===== src/rtl/imem_loader.sv =====
// Serial byte loader for the instruction memory: assembles little-endian words from a
// byte stream, writes them at consecutive word addresses and holds the core until done.
module imem_loader #(
    parameter int unsigned Width = 32,
    parameter int unsigned Depth = 1024
) (
    input  logic             clk,
    input  logic             rst_n,
    input  logic             start,
    input  logic [10:0]      loadWords,
    input  logic [7:0]       byteData,
    input  logic             byteValid,
    output logic             byteReady,
    input  logic [Width-1:0] pcAddress,
    output logic [Width-1:0] memAddress,
    output logic [Width-1:0] memWriteData,
    output logic             memWriteEnable,
    output logic             coreHold,
    output logic             busy,
    output logic             done,
    output logic             error
);

    localparam int unsigned Bytes = Width / 8;
    localparam int unsigned CntW  = (Bytes > 1) ? $clog2(Bytes) : 1;

    typedef enum logic [1:0] {IDLE, LOAD, WRITE, DONE} state_e;

    state_e            state_q, state_d;
    logic [10:0]       words_q, words_d;
    logic [10:0]       word_idx_q, word_idx_d;
    logic [CntW-1:0]   byte_cnt_q, byte_cnt_d;
    logic [Width-1:0]  asm_q, asm_d;
    logic [Width-1:0]  wdata_q, wdata_d;
    logic              error_q, error_d;
    logic              done_seen_q, done_seen_d;

    always_ff @(posedge clk or negedge rst_n) begin
        if (!rst_n) begin
            state_q     <= IDLE;
            words_q     <= '0;
            word_idx_q  <= '0;
            byte_cnt_q  <= '0;
            asm_q       <= '0;
            wdata_q     <= '0;
            error_q     <= 1'b0;
            done_seen_q <= 1'b0;
        end else begin
            state_q     <= state_d;
            words_q     <= words_d;
            word_idx_q  <= word_idx_d;
            byte_cnt_q  <= byte_cnt_d;
            asm_q       <= asm_d;
            wdata_q     <= wdata_d;
            error_q     <= error_d;
            done_seen_q <= done_seen_d;
        end
    end

    always_comb begin
        state_d     = state_q;
        words_d     = words_q;
        word_idx_d  = word_idx_q;
        byte_cnt_d  = byte_cnt_q;
        asm_d       = asm_q;
        wdata_d     = wdata_q;
        error_d     = 1'b0;
        done_seen_d = done_seen_q;

        case (state_q)
            IDLE: begin
                if (start) begin
                    if (32'(loadWords) > Depth) begin
                        error_d = 1'b1;
                    end else if (loadWords == 11'd0) begin
                        state_d = DONE;
                    end else begin
                        words_d    = loadWords;
                        word_idx_d = '0;
                        byte_cnt_d = '0;
                        state_d    = LOAD;
                    end
                end
            end
            LOAD: begin
                if (byteValid) begin
                    asm_d[byte_cnt_q*8 +: 8] = byteData;
                    // the completed word is captured separately so memWriteData never shows a partial word
                    if (byte_cnt_q == CntW'(Bytes - 1)) begin
                        wdata_d    = asm_d;
                        byte_cnt_d = '0;
                        state_d    = WRITE;
                    end else begin
                        byte_cnt_d = byte_cnt_q + 1'b1;
                    end
                end
            end
            WRITE: begin
                word_idx_d = word_idx_q + 11'd1;
                state_d    = (word_idx_q + 11'd1 == words_q) ? DONE : LOAD;
            end
            DONE: begin
                done_seen_d = 1'b1;
                state_d     = IDLE;
            end
            default: state_d = IDLE;
        endcase
    end

    assign byteReady      = (state_q == LOAD);
    assign busy           = (state_q == LOAD) || (state_q == WRITE);
    assign memWriteEnable = (state_q == WRITE);
    assign done           = (state_q == DONE);
    assign error          = error_q;
    // hold the core out of fetch until the first complete load, and during any later load
    assign coreHold       = (state_q != IDLE) || !done_seen_q;
    assign memAddress     = busy ? Width'({word_idx_q, 2'b00}) : pcAddress;
    assign memWriteData   = wdata_q;

endmodule


===== config.mk =====
export PLATFORM = sky130hd
export DESIGN_NAME = imem_loader
export DESIGN_NICKNAME = d
export VERILOG_FILES = /design/src/rtl/imem_loader.sv
export SDC_FILE = /design/constraint.sdc
export NUM_CORES = 1
export LEC_CHECK = 0
export CAP_MARGIN = 20
export CORE_MARGIN = 3
export CORE_UTILIZATION = 45
export DETAILED_ROUTE_END_ITERATION = 7
export PLACE_DENSITY = 0.73
export REMOVE_ABC_BUFFERS = 1
export SYNTH_ARGS = -nofsm -noshare
export SYNTH_HDL_FRONTEND = slang
export SYNTH_SLANG_ARGS = --single-unit

===== constraint.sdc =====
create_clock -name clk -period 2.2 [get_ports clk]
set_input_delay 0.44 -clock clk [delete_from_list [all_inputs] [get_ports clk]]
set_output_delay 0.44 -clock clk [all_outputs]
set_load 0.01 [all_outputs]

After elaboration in Yosys (flattened, before gate mapping)
Cells that the tools add are included.
Storage, ports and cells
  register bits after elaboration: 92
  output and inout bits: 70
  logic and storage cells: 62
  input port bits: 55
Cells by class
  shift-type cells: 2
  magnitude comparators: 1
  $add $sub $neg: 3
  bitwise gates (word level): 2
  reduce and logical (&&, ||, !) cells: 14
  mux-type cells: 22
  equal/unequal tests: 10
Operator list (count)
  $neg 5->34: 1
  $shift 8x34->32 const A: 1
  $shiftx 8x34->32: 1
  $mux 11: 3
  $bwmux 32: 1
  $mux 32: 1
  $mux 2: 11
  $pmux 11 s2: 1
  $reduce_and 4->1: 3
  $add 11x1->11 const B: 1
  $eq 11x11->1: 1
  $gt 11x11->1 const B: 1
  $logic_not 11->1: 1
  $ne 2x2->1 const B: 4
  $pmux 2 s4: 1
  $eq 2x2->1 const B: 3
  $reduce_bool 2->1: 3
  $reduce_and 5->1: 1
  $pmux 2 s2: 1
  $mux 1: 3
  $reduce_and 3->1: 1
  $add 2x1->2 const B: 1
  $eq 2x1->1 const B: 1
  $logic_not 2->1: 1
  other kinds (5): 7

Logic depth before layout (Yosys ltp)
Gate-level depths: netlist of run 1.
  depth in word-level cells: 5
  gate-level depth with buffers: 8
  depth with buffers taken out: 7

Worst setup path after synthesis of run 1
OpenSTA, ideal clock, no wires.
  kind: register to output
  start: register state_q[1]
  end: output memAddress[10]
  setup slack: 0.173 ns
  stages on the path, launching flop included: 5
  data required time: 1.760 ns
  path buffers: 1
  arrival time: 1.587 ns
  cells stage by stage: dfrtp_1 -> inv_1 -> ha_1 -> buf_1 -> mux2_2
On the way
  longest elaborated chain between the ends: 3
  elaborated cells on any way between the ends: 4
RTL lines
  start, declared: RTL line 29  | state_e state_q, state_d;
  start signal, assigned: RTL line 49  | state_q <= state_d;
  $eq 2x1->1 / $eq 2x2->1 (equally long branches): RTL line 111  | assign busy = (state_q == LOAD) || (state_q == WRITE);
  $logic_or 1x1->1 (*): RTL line 111
  via busy: RTL line 19  | output logic busy,
  $mux 32 (*): RTL line 117  | assign memAddress = busy ? Width'({word_idx_q, 2'b00}) : pcAddress;
  end, declared: RTL line 15  | output logic [Width-1:0] memAddress,
Mark *: on every way through the listed nets, which the timed path passes. The rest lies on a longest branch.

Final worst setup path of run 1
  start: register state_q[1]
  end: output memAddress[3]
On the way
  longest elaborated chain between the ends: 3
  elaborated cells on any way between the ends: 4
RTL lines (RTL line)
  $eq 2x1->1 / $eq 2x2->1 (equally long branches): 111
  $logic_or 1x1->1 (*): 111
  $mux 32 (*): 117
Every way passes the cells marked *; elsewhere a longest branch is shown, timed or not.

==> results.txt, run 1 <==
----------------------------------------------------
[Worst setup path]
  Cells traversed along the worst timing path ... inv_2 > ha_4 > buf_12 > mux2_2 > buf_2
  Type of destination of the critical path ... output port
  Worst r2r dst ... word_idx_q[10]$_DFFE_PN0P_
  Length in cells of the worst reg-to-reg path ... 6
  Critical Path Source Type ... flip-flop
  Biggest cell delay along the critical path ... ~370 ps
  Category of the critical setup timing path ... flip-flop to output port
  Required time of the critical path ... around 1800 ps
  Peak fanout along the critical path ... 16
  Reg-to-Reg Start ... word_idx_q[1]$_DFFE_PN0P_
  Worst-case register-to-register setup slack ... between 200 and 250 ps
  Crit path arrival time ... about 1700 ps
  CP max-delay cell ... sky130_fd_sc_hd__dfrtp_1

[Pwr]
  Power per standard cell area ... between 1000 and 1500 nW/um^2
  Total leakage power ... about 0.0029 uW
  Peak ir drop on the vdd network ... 708.0 uV
  Pwr Total ... 7552 uW

[Timing]
  Maximum achievable frequency ... ~460 MHz
  Setup repair after global routing missed its margin ... true
  Final worst path period need ... around 2200 ps
  Slew of the pin with the lowest slew margin ... approximately 550 ps
  Final hold viol count ... 0
  Headroom to the max-slew limit ... 0.6305
  Pins Over Slew Limit ... 0
  Clock skew after layout ... 11.72 ps
  Final Setup Violations ... 0
  Final worst path period share ... 0.9812

[GRT]
  Number of antenna violations at the first check in global routing ... 0
  Met3 track demand over resource ... 0.03523
  Met1 usage ... 0.2605
  Met2 capacity usage during global routing ... 0.3588
  Wire length of the first global-routing pass ... slightly below 20000 um
  Top Usage Layer GRT ... met2
  Vias in the first global route ... approximately 4000
  Largest net degree at the start of global routing ... slightly below 50
  Tot GR Track Use ... 0.2073
  Remaining global-route overflow ... 0

[Clocking]
  TritonCTS clock tree ... built
  CTS Buf Count ... 9
  Number of hold buffers added after CTS ... 0
  Buffers from clock root to sink, at most ... 2
  H-tree Lvls ... 3
  Clock insertion delay at the later pin of the skew report ... ~370 ps
  Number of sinks driven by the clock tree ... about 90
  Clock edge transition at the registers on the reported setup and hold paths ... about 100 ps
  Root buffer selected by CTS ... sky130_fd_sc_hd__clkbuf_8

[Synth]
  Synthesized area per cell ... about 10 sq um
  Post-Syn Area ... about 4800 sq um
  Share of the synthesized area in the top cell type ... 0.4747
  Most instantiated library cell after synthesis ... sky130_fd_sc_hd__dfrtp_1
  Post-synth EDFFs ... 0
  Yosys Warn Count ... 0
  Proportion of synthesized flip-flops having asynchronous set or reset ... 1.000
  Number of different library cells in the post-synthesis netlist ... 57
  Most area-consuming cells after synthesis ... sky130_fd_sc_hd__dfrtp_1, sky130_fd_sc_hd__nor2b_1, sky130_fd_sc_hd__a22o_1
  Post-synth top area cell ... sky130_fd_sc_hd__dfrtp_1
  Synth Instances ... 484
  Count of state elements after synthesis ... 92
  Most common library cells after synthesis ... sky130_fd_sc_hd__dfrtp_1, sky130_fd_sc_hd__nor2b_1, sky130_fd_sc_hd__nand2_1
  Most common flop cell mapped by yosys ... sky130_fd_sc_hd__dfrtp_1
  Seq/Total Area, Yosys ... 0.4747

[Cells and area]
  Number of antenna cells inserted ... 0
  Footprint of the multi-input gates ... approximately 2400 sq um
  P&R area growth vs syn ... 35.94%
  Final core utilization ... 0.6329
  Sequential Area ... 2302 sq um
  Layout Cell Area excl Fill ... between 6000 and 7000 sq um
  Final #Nets ... 701
  Share of post-route cells with drive strength above 1 ... 0.2034
  Number of fill cells ... 892

[Route]
  Wire length after detailed routing ... 12330 um
  Final ANT Viol Nets ... 0
  Vias ... about 4200
  Vias per cell ... ~5.4
  Number of iterations in the first detailed-routing pass ... 5
  Remaining DRCs ... 0
  Iteration-0 DRC Markers ... between 200 and 250
  Wirelength per Cell ... 15.91 um

[Job]
  Max_cap viols ... 0

[Floorplanning]
  Number of I/O pins ... 125
  Placeable core area ... approximately 10000 sq um
  Floorplan die width ... around 110 um
  Number of rows created at floorplan ... 37
  Effective utilization at floorplan ... 0.4656
  Die area ... ~12000 sq um
  Height of the chip ... 109.8 um

[Place]
  Count of buffers from port buffering ... approximately 120
  Placed wire-length estimate after detailed placement ... 9252 um
  Final RePlAce weighted congestion ... about 0.87
  Placed instance area ... between 6000 and 7000 sq um

[Run status]
  Outcome ... complete, no violations

[Hold path]
  Hold WC Path Type ... input pin to asynchronous set/reset pin

----------------------------------------------------
## power breakdown
part	switching [uW]	total, uW	internal, uW
combinational	1870	3860	1990
clock	658	1210	553
sequential	315	2480	2170
## cell families (layout without fill, tap and decap cells)
kind of cell	Yosys count	after routing	share of synthesized area
buf+inv	37	192	0.03354
mux	21	21	0.04876
xor+xnor	12	12	0.02167
fa+ha+maj	12	12	0.03096
simple gates	168	168	0.1963
compound gates	142	142	0.1940
flops	92	92	0.4747
## cells in the final DEF, fill, tap and decap left out, types with 3 or more instances in the layout
master,instances
sky130_fd_sc_hd__nand3_1,7
sky130_fd_sc_hd__a22o_1,33
sky130_fd_sc_hd__clkbuf_8,9
sky130_fd_sc_hd__and3_1,3
sky130_fd_sc_hd__inv_2,3
sky130_fd_sc_hd__buf_2,23
sky130_fd_sc_hd__dlygate4sd2_1,7
sky130_fd_sc_hd__nor4_1,4
sky130_fd_sc_hd__clkdlybuf4s50_1,87
sky130_fd_sc_hd__a21oi_1,38
sky130_fd_sc_hd__inv_6,3
sky130_fd_sc_hd__inv_1,6
sky130_fd_sc_hd__mux2_2,19
sky130_fd_sc_hd__ha_1,9
sky130_fd_sc_hd__o31ai_1,4
sky130_fd_sc_hd__nor2_1,11
sky130_fd_sc_hd__buf_4,43
sky130_fd_sc_hd__nor3_1,7
sky130_fd_sc_hd__nand2_1,54
sky130_fd_sc_hd__o21ai_1,8
sky130_fd_sc_hd__o21ai_0,37
sky130_fd_sc_hd__xnor2_1,7
sky130_fd_sc_hd__dfrtp_1,92
sky130_fd_sc_hd__nor2b_1,54
sky130_fd_sc_hd__xor2_1,5
sky130_fd_sc_hd__and2_1,5
## worst max-delay path by stage
stage,from,to,slack (ps),cells after the start
final,state_q[1]$_DFFE_PN0P_,memAddress[3],40,5
after CTS,state_q[1]$_DFFE_PN0P_,memAddress[5],-80,5
after global routing,state_q[1]$_DFFE_PN0P_,memAddress[10],-20,5
after global placement,loadWords[1],word_idx_q[10]$_DFFE_PN0P_,-290,6
after detailed placement,loadWords[1],word_idx_q[10]$_DFFE_PN0P_,-360,6
after floorplan,byte_cnt_q[0]$_DFFE_PN0P_,asm_q[0]$_DFFE_PN0P_,-130,5
## stage by stage
step           hold slack, ps  TNS (ps)  std cells  worst slack [ps]
6_report                49.13         0        775             41.40
5_1_grt                 82.31    -102.2        775            -18.64
4_1_cts                 60.83    -77.87        776            -77.87
3_5_place_dp            460.6     -6258        757            -358.6
3_3_place_gp            452.0     -4230        757            -286.4
2_1_floorplan           144.4     -4714        456            -126.0
## registers in the layout, summed over array words and instances (netlist names)
signal / count
state_q: 2
byte_cnt_q: 2
done_seen_q: 1
words_q: 11
asm_q: 32
error: 1
word_idx_q: 11
memWriteData: 32
## layer usage
metal,vias to the layer above,share of wire
li1,2023,-
met1,2031,0.42
met2,110,0.52
met3,18,0.046
met4,0,0.023
met5,-,0
## critical path: cells and delay by family, from the launching register on
| family | cells | cell delay [ps] |
|---|---|---|
| adders and majority gates | 1 | 280 |
| buffers and inverters | 3 | 360 |
| muxes | 1 | 340 |
| DFF | 1 | 370 |
## timing repair
item	4_1_cts	5_1_grt
cloned	1	0
setup endpoints to repair	36	33
pin swaps	0	1
buffers inserted	2	0
gates resized for setup	118	11
## area by class of cell
type,instances,share of cell area
Inverter,9,0.005124
Tap cell,136,0.02581
Clock inverter,7,0.01310
Clock buffer,9,0.01879
Multi-Input combinational cell,355,0.3684
Timing Repair Buffer,167,0.2196
Sequential cell,92,0.3492
(Power assumes the default switching activity.)
==> inputs of run 2 (changes only) <==
PLACE_DENSITY = 0.75   (was 0.73)
clock period = 1.8 ns   (was 2.2 ns; I/O delays follow)
==> run 2 against run 1 <==
The flow now finishes with violations (setup timing); global-route usage grew 1.5 points; die area is the same; clock power grew 19%; non-clock buffer count grew 39; first-iteration DRC count grew 15%; cell count grew 4.9%; sequential cell count is the same; routed wire length grew 18%; register-to-register slack lost 240 ps; sequential power grew 23%; hold slack gained 290 ps; sequential share of layout area shrank 4.1 points.
==> results.txt, run 2 (synthesis results as in run 1) <==
----------------------------------------------------
[Pwr]
  Total leakage power ... 0.003315 uW (was 0.002928 uW)
  Fraction of power consumed by combinational cells ... 0.593 (was 0.511)
  Share of total power in sequential cells ... 0.277 (was 0.329)
  Switching part of the total ... 0.3719 (was 0.3760)
  Peak ir drop on the vdd network ... 1037 uV (was 708.0 uV)
  Net Switching ... 4114 uW (was 2840 uW)
  Power per standard cell area ... 1481 nW/um^2 (was 1146 nW/um^2)
  Clock power share ... 0.130 (was 0.160)
  Internal power ... 6949 uW (was 4713 uW)

[Route]
  Vias ... 4453 (was 4182)
  Iteration-0 DRC Markers ... 255 (was 222)
  Wire length after detailed routing ... 14500 um (was 12330 um)
  Number of iterations in the first detailed-routing pass ... 6 (was 5)
  Vias per cell ... 5.477 (was 5.396)
  Remaining DRCs ... 0 (unchanged)
  Wirelength per Cell ... 17.83 um (was 15.91 um)
  Final ANT Viol Nets ... 0 (unchanged)

[Timing]
  Final worst path period need ... approximately 2200 ps
  Worst Setup Slack, final ... -377.1 ps (was 41.40 ps)
  Final Setup Violations ... 35 (was 0)
  Final hold viol count ... 0 (unchanged)
  Pins Over Slew Limit ... 0 (unchanged)
  Clock skew after layout ... 11.30 ps (was 11.72 ps)
  Headroom to the max-slew limit ... 0.6918 (was 0.6305)
  Final worst path period share ... 1.210
  Maximum achievable frequency ... around 460 MHz
  Slew of the pin with the lowest slew margin ... 460.9 ps (was 554.3 ps)
  Setup TNS Final ... -7712 ps (was 0 ps)
  Setup repair after global routing missed its margin ... true (unchanged)

[GRT]
  Number of antenna violations at the first check in global routing ... 0 (unchanged)
  Vias in the first global route ... 4386 (was 4071)
  Remaining global-route overflow ... 0 (unchanged)
  Largest net degree at the start of global routing ... 65 (was 49)
  Tot GR Track Use ... 0.2227 (was 0.2073)
  Wire length of the first global-routing pass ... 21190 um (was 19720 um)

[Clocking]
  Clock insertion delay at the later pin of the skew report ... 370 ps (about the same)
  Clock edge transition at the registers on the reported setup and hold paths ... 100 ps (about the same)
  Root buffer selected by CTS ... sky130_fd_sc_hd__clkbuf_8 (unchanged)
  Number of sinks driven by the clock tree ... 92 (unchanged)
  H-tree Lvls ... 3 (unchanged)
  TritonCTS clock tree ... built (unchanged)
  CTS Buf Count ... 9 (unchanged)
  Buffers from clock root to sink, at most ... 2 (unchanged)

[Cells and area]
  Number of antenna cells inserted ... 0 (unchanged)
  Fin cells ... 813 (was 775)
  Final #Nets ... 740 (was 701)
  Most common library cell in the layout ignoring fill and taps ... sky130_fd_sc_hd__dfrtp_1 (unchanged)
  Final core utilization ... 0.7172 (was 0.6329)
  Most frequent cells in the layout ... sky130_fd_sc_hd__dfrtp_1, sky130_fd_sc_hd__clkdlybuf4s50_1, sky130_fd_sc_hd__buf_4, sky130_fd_sc_hd__nand2_1, sky130_fd_sc_hd__nor2b_1 (was sky130_fd_sc_hd__dfrtp_1, sky130_fd_sc_hd__clkdlybuf4s50_1, sky130_fd_sc_hd__nor2b_1, sky130_fd_sc_hd__nand2_1, sky130_fd_sc_hd__buf_4)
  P&R area growth vs syn ... 54.05% (was 35.94%)
  Share of post-route cells with drive strength above 1 ... 0.3191 (was 0.2034)

[Place]
  Placed wire-length estimate after detailed placement ... 9231 um (was 9252 um)
  Count of buffers from port buffering ... 124 (unchanged)
  Dpl cells ... 776 (was 757)
  Final RePlAce weighted congestion ... 0.8487 (was 0.8684)

[Worst setup path]
  Cells traversed along the worst timing path ... inv_2 > ha_4 > buf_12 > buf_12 > mux2_4 > buf_6 (was inv_2 > ha_4 > buf_12 > mux2_2 > buf_2)
  Peak fanout along the critical path ... 7 (was 16)
  Critical Path Source Type ... flip-flop (unchanged)
  Most common cell type on the critical path ... sky130_fd_sc_hd__buf_12
  Category of the critical setup timing path ... flip-flop to output port (unchanged)
  Crit path arrival time ... 1820 ps (was 1720 ps)
  Biggest cell delay along the critical path ... 390 ps (was 370 ps)
  Buffers and inverters on the worst path ... 4 (was 3)
  Required time of the critical path ... 1440 ps (was 1760 ps)
  Gate family responsible for the most delay along the worst path ... buffers and inverters (was flip-flops)
  Type of destination of the critical path ... output port (unchanged)
  CP max-delay cell ... sky130_fd_sc_hd__dfrtp_1 (unchanged)

[Hold path]
  Hold WC Path Type ... input pin to flip-flop (was input pin to asynchronous set/reset pin)

[Floorplanning]
  Number of rows created at floorplan ... 37 (unchanged)
  Die area ... 12060 sq um (unchanged)
  Floorplan die width ... 109.8 um (unchanged)
  Height of the chip ... 109.8 um (unchanged)
  Effective utilization at floorplan ... 0.4656 (unchanged)
  Number of I/O pins ... 125 (unchanged)
  Placeable core area ... 10420 sq um (unchanged)

[Run status]
  Violated checks ... setup timing
  Outcome ... complete, but fails checks (was complete, no violations)

[Job]
  Max_cap viols ... 0 (unchanged)

----------------------------------------------------
-- run 2: cell count changes in the layout (fill, tap and decap cells not counted), moves of 5 or more --
cell                              previous run  this run
sky130_fd_sc_hd__clkbuf_16                   0         5
sky130_fd_sc_hd__buf_12                      1         6
sky130_fd_sc_hd__buf_6                       2        29
sky130_fd_sc_hd__o21ai_1                     8        21
sky130_fd_sc_hd__nor2b_1                    54        44
sky130_fd_sc_hd__clkdlybuf4s50_1            87        78
sky130_fd_sc_hd__buf_4                      43        61
sky130_fd_sc_hd__mux2_2                     19        10
sky130_fd_sc_hd__nor2b_4                     1        10
sky130_fd_sc_hd__buf_2                      23        13
sky130_fd_sc_hd__o21ai_0                    37        21
sky130_fd_sc_hd__mux2_4                      2        11
-- run 2: repair_timing --
item,4_1_cts,5_1_grt
gates cloned,2,6
pin swaps,8,17
resized for setup,193,90
setup buffers,6,11
hold buffers,1,0
setup endpoints to repair,61,121
hold endpoints to repair,20,0
-- run 2: power groups by stage --
stage | logic (uW) | clock network, uW | registers (uW)
3_3_place_gp | 5000 | 0 | 3020
6_report | 6560 | 1440 | 3060
3_5_place_dp | 5110 | 0 | 3060
2_1_floorplan | 2470 | 0 | 3090
4_1_cts | 5770 | 1460 | 3030
5_1_grt | 7030 | 1540 | 3140
-- run 2: path summary, 6_finish.rpt --
| kind | startpoint | end | slack (ps) | cells after the start |
|---|---|---|---|---|
| min in group asynchronous | rst_n | memWriteData[26]$_DFFE_PN0P_ | 410 | 2 |
| max in group asynchronous | rst_n | asm_q[23]$_DFFE_PN0P_ | 760 | 3 |
| min | loadWords[7] | words_q[7]$_DFFE_PN0P_ | 340 | 2 |
| max reg2reg | word_idx_q[1]$_DFFE_PN0P_ | state_q[1]$_DFFE_PN0P_ | -20 | 8 |
| min reg2reg | memWriteData[8]$_DFFE_PN0P_ | memWriteData[8]$_DFFE_PN0P_ | 480 | 2 |
| max | state_q[1]$_DFFE_PN0P_ | memAddress[4] | -380 | 6 |
-- run 2: routing by layer --
| metal | track usage | up-vias | wire length [um] |
|---|---|---|---|
| li1 | - | 2105 | - |
| met1 | 0.2847 | 2143 | 5793 |
| met2 | 0.3787 | 168 | 7588 |
| met3 | 0.03876 | 37 | 796 |
| met4 | 0.07925 | 0 | 320 |
| met5 | 0 | - | 0 |
-- run 2: final cells by class --
| type | count | area, sq um |
|---|---|---|
| Clock buffer | 9 | 123.9 |
| Multi-Input combinational cell | 355 | 2730 |
| Tap cell | 136 | 170.2 |
| Inverter | 9 | 33.78 |
| Sequential cell | 92 | 2306 |
| Timing Repair Buffer | 206 | 2036 |
| Clock inverter | 6 | 71.32 |
| Fill cell | 739 | 2945 |
-- run 2: metrics by stage --
step	power [uW]	hold WS (ps)	worst slack [ps]	instance area (sq um)
floorplan	5552	64.41	-526.0	4721
global placement	8028	264.4	-505.4	6630
detailed placement	8170	266.0	-589.1	6630
CTS	10260	406.8	-375.3	6980
global route	11720	343.9	-399.3	7471
finish	11060	337.0	-377.1	7471
